$ cat config.mk
export PLATFORM = sky130hd
export DESIGN_NAME = la_andn_pipe
export DESIGN_NICKNAME = d
export VERILOG_FILES = /design/src/rtl/la_andn_pipe.sv
export SDC_FILE = /design/constraint.sdc
export NUM_CORES = 1
export LEC_CHECK = 0
export ABC_AREA = 1
export BUFFER_PORTS_ARGS = -buffer_cell sky130_fd_sc_hd__clkbuf_2
export CORE_AREA = 8 8 45 47
export DETAILED_ROUTE_END_ITERATION = 10
export DIE_AREA = 0 0 53 55
export PLACE_DENSITY_LB_ADDON = 0.2
export SYNTH_ARGS = -nofsm -noshare
export SYNTH_HDL_FRONTEND = slang
export SYNTH_SLANG_ARGS = --single-unit
export TNS_END_PERCENT = 20
$ cat constraint.sdc
create_clock -name clk -period 1.1 [get_ports clk]
set_input_delay 0.11 -clock clk [delete_from_list [all_inputs] [get_ports clk]]
set_output_delay 0.11 -clock clk [all_outputs]
set_load 0.02 [all_outputs]
$ cat src/rtl/la_andn_pipe.sv
// la_andn_pipe: pipelined N-input masked AND/NAND reduction with a radix-K tree
// and valid/ready flow control. Each tree level is one pipeline stage.
module la_andn_pipe #(
    parameter int    N      = 16,
    parameter int    K      = 4,
    parameter int    INVERT = 0,
    parameter string PROP   = "DEFAULT"
) (
    input  logic         clk,
    input  logic         reset,
    input  logic         in_valid,
    output logic         in_ready,
    input  logic [N-1:0] a,
    input  logic [N-1:0] mask,
    output logic         out_valid,
    input  logic         out_ready,
    output logic         z
);

    // Number of tree levels needed to fold N bits down to one; at least one.
    function automatic int calc_stages(input int n, input int k);
        int s;
        int w;
        s = 0;
        w = n;
        while (w > 1) begin
            w = (w + k - 1) / k;
            s = s + 1;
        end
        return (s < 1) ? 1 : s;
    endfunction

    // Width of the partial-result vector held by a given stage.
    function automatic int calc_width(input int n, input int k, input int stage);
        int w;
        w = n;
        for (int j = 0; j <= stage; j++) begin
            w = (w + k - 1) / k;
        end
        return w;
    endfunction

    localparam int STAGES = calc_stages(N, K);

    logic [STAGES-1:0] vld_p;
    logic [STAGES-1:0] rdy;
    logic [STAGES-1:0] vsrc;

    // Ready ripples back from the output: a stage can load if it is empty
    // or if its own contents are moving on this cycle.
    always_comb begin
        logic chain;
        rdy   = '0;
        chain = out_ready;
        for (int i = STAGES - 1; i >= 0; i--) begin
            chain  = ~vld_p[i] | chain;
            rdy[i] = chain;
        end
    end

    // Valid feeding each stage: the input port for stage 0, else the stage before.
    always_comb begin
        vsrc    = '0;
        vsrc[0] = in_valid;
        for (int i = 1; i < STAGES; i++) begin
            vsrc[i] = vld_p[i-1];
        end
    end

    // Valid bits advance whenever the stage is ready; bubbles move too.
    always_ff @(posedge clk) begin
        if (reset) begin
            vld_p <= '0;
        end else begin
            for (int i = 0; i < STAGES; i++) begin
                if (rdy[i]) begin
                    vld_p[i] <= vsrc[i];
                end
            end
        end
    end

    for (genvar i = 0; i < STAGES; i++) begin : g_stage
        localparam int WI = calc_width(N, K, i);
        localparam int WP = (i == 0) ? N : calc_width(N, K, i - 1);

        logic [WP-1:0]   src;
        logic [WI*K-1:0] src_pad;
        logic [WI-1:0]   din;
        logic [WI-1:0]   part_p;

        if (i == 0) begin : g_first
            // Masked-off bits are forced to 1 so they cannot pull the AND low.
            assign src = a | ~mask;
        end else begin : g_next
            assign src = g_stage[i-1].part_p;
        end

        // Group-of-K AND; the ragged last group is padded with ones.
        // The NAND option only touches the final stage's input.
        always_comb begin
            src_pad           = '1;
            src_pad[WP-1:0]   = src;
            din               = '0;
            for (int j = 0; j < WI; j++) begin
                din[j] = (&src_pad[j*K +: K]) ^ ((i == STAGES - 1) && (INVERT != 0));
            end
        end

        // Partial results load only when a valid word arrives, so bubbles
        // leave the data registers untouched.
        always_ff @(posedge clk) begin
            if (reset) begin
                part_p <= '0;
            end else if (rdy[i] && vsrc[i]) begin
                part_p <= din;
            end
        end
    end

    assign in_ready  = rdy[0] & ~reset;
    assign out_valid = vld_p[STAGES-1];
    assign z         = g_stage[STAGES-1].part_p[0];

endmodule

# == Word level (Yosys, flattened, before mapping) ==
# Cells that the tools add are included.
# Widths: inputs -> output; s select.
# op_classes
bitwise,8
reduce_logical,7
# ops
op,n
$reduce_and 4->1,5
$not 16->16,1
$or 16x16->16,1
$not 1->1,3
$logic_and 1x1->1,2
$or 1x1->1,2
$and 1x1->1,1
# totals
out_inout_bits,3
wordCells,19
ff_bits,7

# == Logic depth before layout (Yosys ltp) ==
# depth
ltp_word,4
mapped_depth,6

# == Least setup slack after synthesis ==
# No wires, ideal clock.
# synth_path
kind,reg2reg
startpoint,register vld_p[1]
endpoint,register g_stage[0].part_p[1]
stages_incl_launch_ff,6
period_less_slack_ns,0.996
setup_ns,0.116
n_path_buf,0
path_slack_ns,0.104
required_ns,0.984
arrival_ns,0.880
cell_sequence,dfxtp_1 -> nand3_2 -> nand2_4 -> inv_1 -> nand2_1 -> a21oi_1
# synth_via
elab_chain_len,4
# synth_rtl
element,line,source
from (decl),45,logic [STAGES-1:0] vld_p;
"from (signal, indexed assignment)",77,vld_p[i] <= vsrc[i];
$not 1->1,56,chain = ~vld_p[i] | chain;
$or 1x1->1 (2 in series),56,
$logic_and 1x1->1,115,end else if (rdy[i] && vsrc[i]) begin
to (signal assigned),116,part_p <= din;
to (decl),90,logic [WI-1:0] part_p;
# Every way passes these cells.
# A chain may end at the register's enable or synchronous reset.

# == Final worst setup path ==
# layout_path
startpoint,register vld_p[1]
endpoint,output in_ready
# layout_via
elab_chain_len,4
# layout_rtl
element,line,source
$not 1->1,56,
$or 1x1->1 (2 in series),56,
$and 1x1->1,121,assign in_ready = rdy[0] & ~reset;
to (decl),12,"output logic in_ready,"
# Every way passes these cells.

==> results.py <==
metrics = {
    "detailed_routing": {
        "detailroute.via_count": 567,
        "drcViolationCount": 0,
        "drt_iter0_drc": 5,
        "ant_nets_after_route": 0,
        "drt-vias-per-instance": 4.11,
        "avgRoutedWirePerCell_um": 8.83,
        "tritonroute_pass_1_iters": 3,
        "drt-total-wl_um": 1220,
    },
    "die": {
        "coreArea_um2": 1380,
        "dieHeight_um": 55,
        "top_level_ports": 39,
        "die_area_um2": 2920,
        "floorplan.initialDensity": 0.317,
        "die_width_um": 53,
        "rows": 14,
    },
    "synthesis": {
        "synth_most_common_cell": "sky130_fd_sc_hd__nand2_1",
        "synth_enable_flop_cells": 0,
        "yosys_warnings": 0,
        "basic_gate_share_of_the_synthesized_area_counting_and_or_nand_and_nor_cells": 0.370,
        "post_synth_net_total": 115,
        "ys_seq_area_frac": 0.319,
        "synth_xor_xnor_area_share": 0,
        "main_combinational_cell_family_by_area_after_synthesis": "simple AND/OR/NAND/NOR gates",
        "synth_top_area_share": 0.319,
        "postSynth.asyncResetShare": 0,
        "synth_compound_gate_area_share": 0.114,
        "synth.mux.area_fraction": 0,
        "commonest_cells_in_the_synthesized_netlist": "sky130_fd_sc_hd__nand2_1 (27), sky130_fd_sc_hd__inv_1 (23), sky130_fd_sc_hd__nor2_1 (9), sky130_fd_sc_hd__dfxtp_1 (7)",
        "dominantRegCellSynth": "sky130_fd_sc_hd__dfxtp_1",
        "synth-adder-area-share": 0,
        "synth_area_leader_cell": "sky130_fd_sc_hd__dfxtp_1",
        "synth_cells": 79,
        "synthesis.area_um2": 439,
        "count_of_distinct_cell_types_in_the_synthesized_netlist": 9,
        "postSynthAreaPerCell_um2": 5.56,
        "synth.area.top_cells": "sky130_fd_sc_hd__dfxtp_1 (32%), sky130_fd_sc_hd__nand2_1 (23%), sky130_fd_sc_hd__inv_1 (20%)",
        "postSynthRegisterBits": 7,
    },
    "clocking": {
        "tritoncts": "done",
        "cts_buffer_depth": 2,
        "clkLatencyLatePin_ns": 0.26,
        "clkTransAtPathRegs_ns": 0.06,
        "cts.sinks": 7,
        "tritoncts_buffer_count": 3,
        "hold_buffers": 0,
        "clockRootBuffer": "sky130_fd_sc_hd__clkbuf_4",
        "htreeDepth": 1,
    },
    "power_and_ir_drop": {
        "intPower_mw": 0.492,
        "switching_power_mw": 0.185,
        "vdd.ir_drop.worst_mv": 0.463,
        "seq_power_share": 0.416,
        "post-layout-total-power_mw": 0.677,
        "pwr_per_cell_area_nw_per_um2": 962,
        "p_comb_frac": 0.233,
        "clkPwrFrac": 0.352,
        "power.static_leakage_nw": 0.455,
        "p_sw_frac": 0.274,
    },
    "cells_and_area": {
        "final_net_count": 159,
        "final_cells": 138,
        "drive_gt1_frac": 0.393,
        "antenna-diode-count": 0,
        "finish.utilization": 0.509,
        "area_growth_syn_to_layout_pct": 60.4,
    },
    "setup_path": {
        "cp.required_ns": 0.99,
        "critical_path_peak_fanout": 4,
        "cp_data_arrival_time_ns": 0.94,
        "critPathKind": "flop to output pin",
        "worstSetupEndpointType": "output pin",
        "startpoint_type": "flop",
    },
    "placement": {
        "detailedPlacementHpwl_um": 1050,
        "place_congestion": 0.740,
        "port_buffers": 38,
        "post-place-cells": 133,
    },
    "timing": {
        "final.period_utilization": 0.950,
        "slew_headroom": 0.897,
        "fin_hold_ws_ns": 0.0963,
        "setup_violations": 0,
        "finalMaxSlewViolations": 0,
        "worst_pin_slew_ns": 0.153,
        "layout_min_cycle_time_ns": 1.05,
        "final.setup.tns_ns": 0,
        "achievable-frequency_mhz": 957,
        "finClkSkew_ns": 0.00846,
        "hold_violations": 0,
    },
    "global_routing": {
        "grt_pass1_wl_um": 2110,
        "via_count_of_the_first_global_routing_pass": 570,
        "global_route.overflow_total": 0,
        "largest_net_degree_at_the_start_of_global_routing": 9,
        "track_usage": 0.0957,
        "grt_antenna_before_repair": 0,
    },
    "outcome": {
        "run_status": "finished clean",
    },
    "min_path": {
        "hp-class": "input port to flop",
    },
    "run": {
        "maxCapViolCount": 0,
    },
}
worst max-delay path, stage by stage, from the launching register on:
cell and delay (ns):
sky130_fd_sc_hd__dfxtp_4 0.37, sky130_fd_sc_hd__nand3_4 0.08, sky130_fd_sc_hd__nand2_2 0.08, sky130_fd_sc_hd__inv_2 0.03, sky130_fd_sc_hd__buf_6 0.12
layer usage:
metal,GRT usage,routed length (um),vias up
met2,0.154,550,28
met4,0.0819,21,0
met1,0.0976,528,222
met5,0,0,-
li1,-,-,314
met3,0.0348,117,3
final cells by class:
cell class                      count  area [um2]
Multi-Input combinational cell     49         223
Fill cell                         139         679
Sequential cell                     7         145
Inverter                           23        86.3
Tap cell                           16        20.0
Timing Repair Buffer               39         204
Clock buffer                        4        26.3
worst paths after layout:
path	cells after the start	end	slack, ns	start
max	4	in_ready	0.05	vld_p[1]
min	2	vld_p[1]	0.1	reset
max reg2reg	6	g_stage[0].part_p[1]	0.13	vld_p[1]
min reg2reg	2	g_stage[0].part_p[3]	0.47	g_stage[0].part_p[3]
placed cells by master (no fill, tap or decap):
cell type / n
sky130_fd_sc_hd__o21ai_0: 5
sky130_fd_sc_hd__clkbuf_2: 37
sky130_fd_sc_hd__dfxtp_2: 1
sky130_fd_sc_hd__nand4_1: 1
sky130_fd_sc_hd__inv_1: 22
sky130_fd_sc_hd__nand2_4: 1
sky130_fd_sc_hd__dfxtp_1: 5
sky130_fd_sc_hd__clkbuf_1: 1
sky130_fd_sc_hd__a21oi_1: 5
sky130_fd_sc_hd__nand2_2: 1
sky130_fd_sc_hd__nor2_1: 9
sky130_fd_sc_hd__nand3_4: 1
sky130_fd_sc_hd__dfxtp_4: 1
sky130_fd_sc_hd__nand2_1: 26
sky130_fd_sc_hd__clkbuf_4: 3
sky130_fd_sc_hd__buf_4: 1
sky130_fd_sc_hd__inv_2: 1
sky130_fd_sc_hd__buf_6: 1
metrics by stage:
stage	cell area (um2)	worst slack, ns
after floorplan	439	0.104
after global placement	649	0.229
after detailed placement	649	0.173
after CTS	686	0.0164
after global routing	704	-0.00133
final	704	0.0548
sequential cells by signal, summed over array words and instances, names as in the netlist:
name            cells
z                   1
vld_p               2
g_stage.part_p      4
kinds of logic (layout without fill, tap and decap cells):
| logic type | Yosys count | in the layout |
|---|---|---|
| flip-flops | 7 | 7 |
| AO/OA/AOI/OAI | 10 | 10 |
| buffers and inverters | 23 | 66 |
| AND/OR/NAND/NOR | 39 | 39 |
what timing repair did:
action | CTS | global route
endpoints found under the setup margin | 1 | 1
cloned | 0 | 0
pin swaps | 0 | 1
gates resized for setup | 3 | 6
setup buffers | 0 | 1
power groups by stage:
stage | registers, mW | clock network (mW) | logic (mW)
2_1_floorplan | 0.289 | 0 | 0.0703
3_3_place_gp | 0.285 | 0 | 0.149
3_5_place_dp | 0.285 | 0 | 0.153
4_1_cts | 0.282 | 0.249 | 0.155
5_1_grt | 0.283 | 0.275 | 0.182
6_report | 0.281 | 0.238 | 0.158
Power figures use the tool's default switching activity.
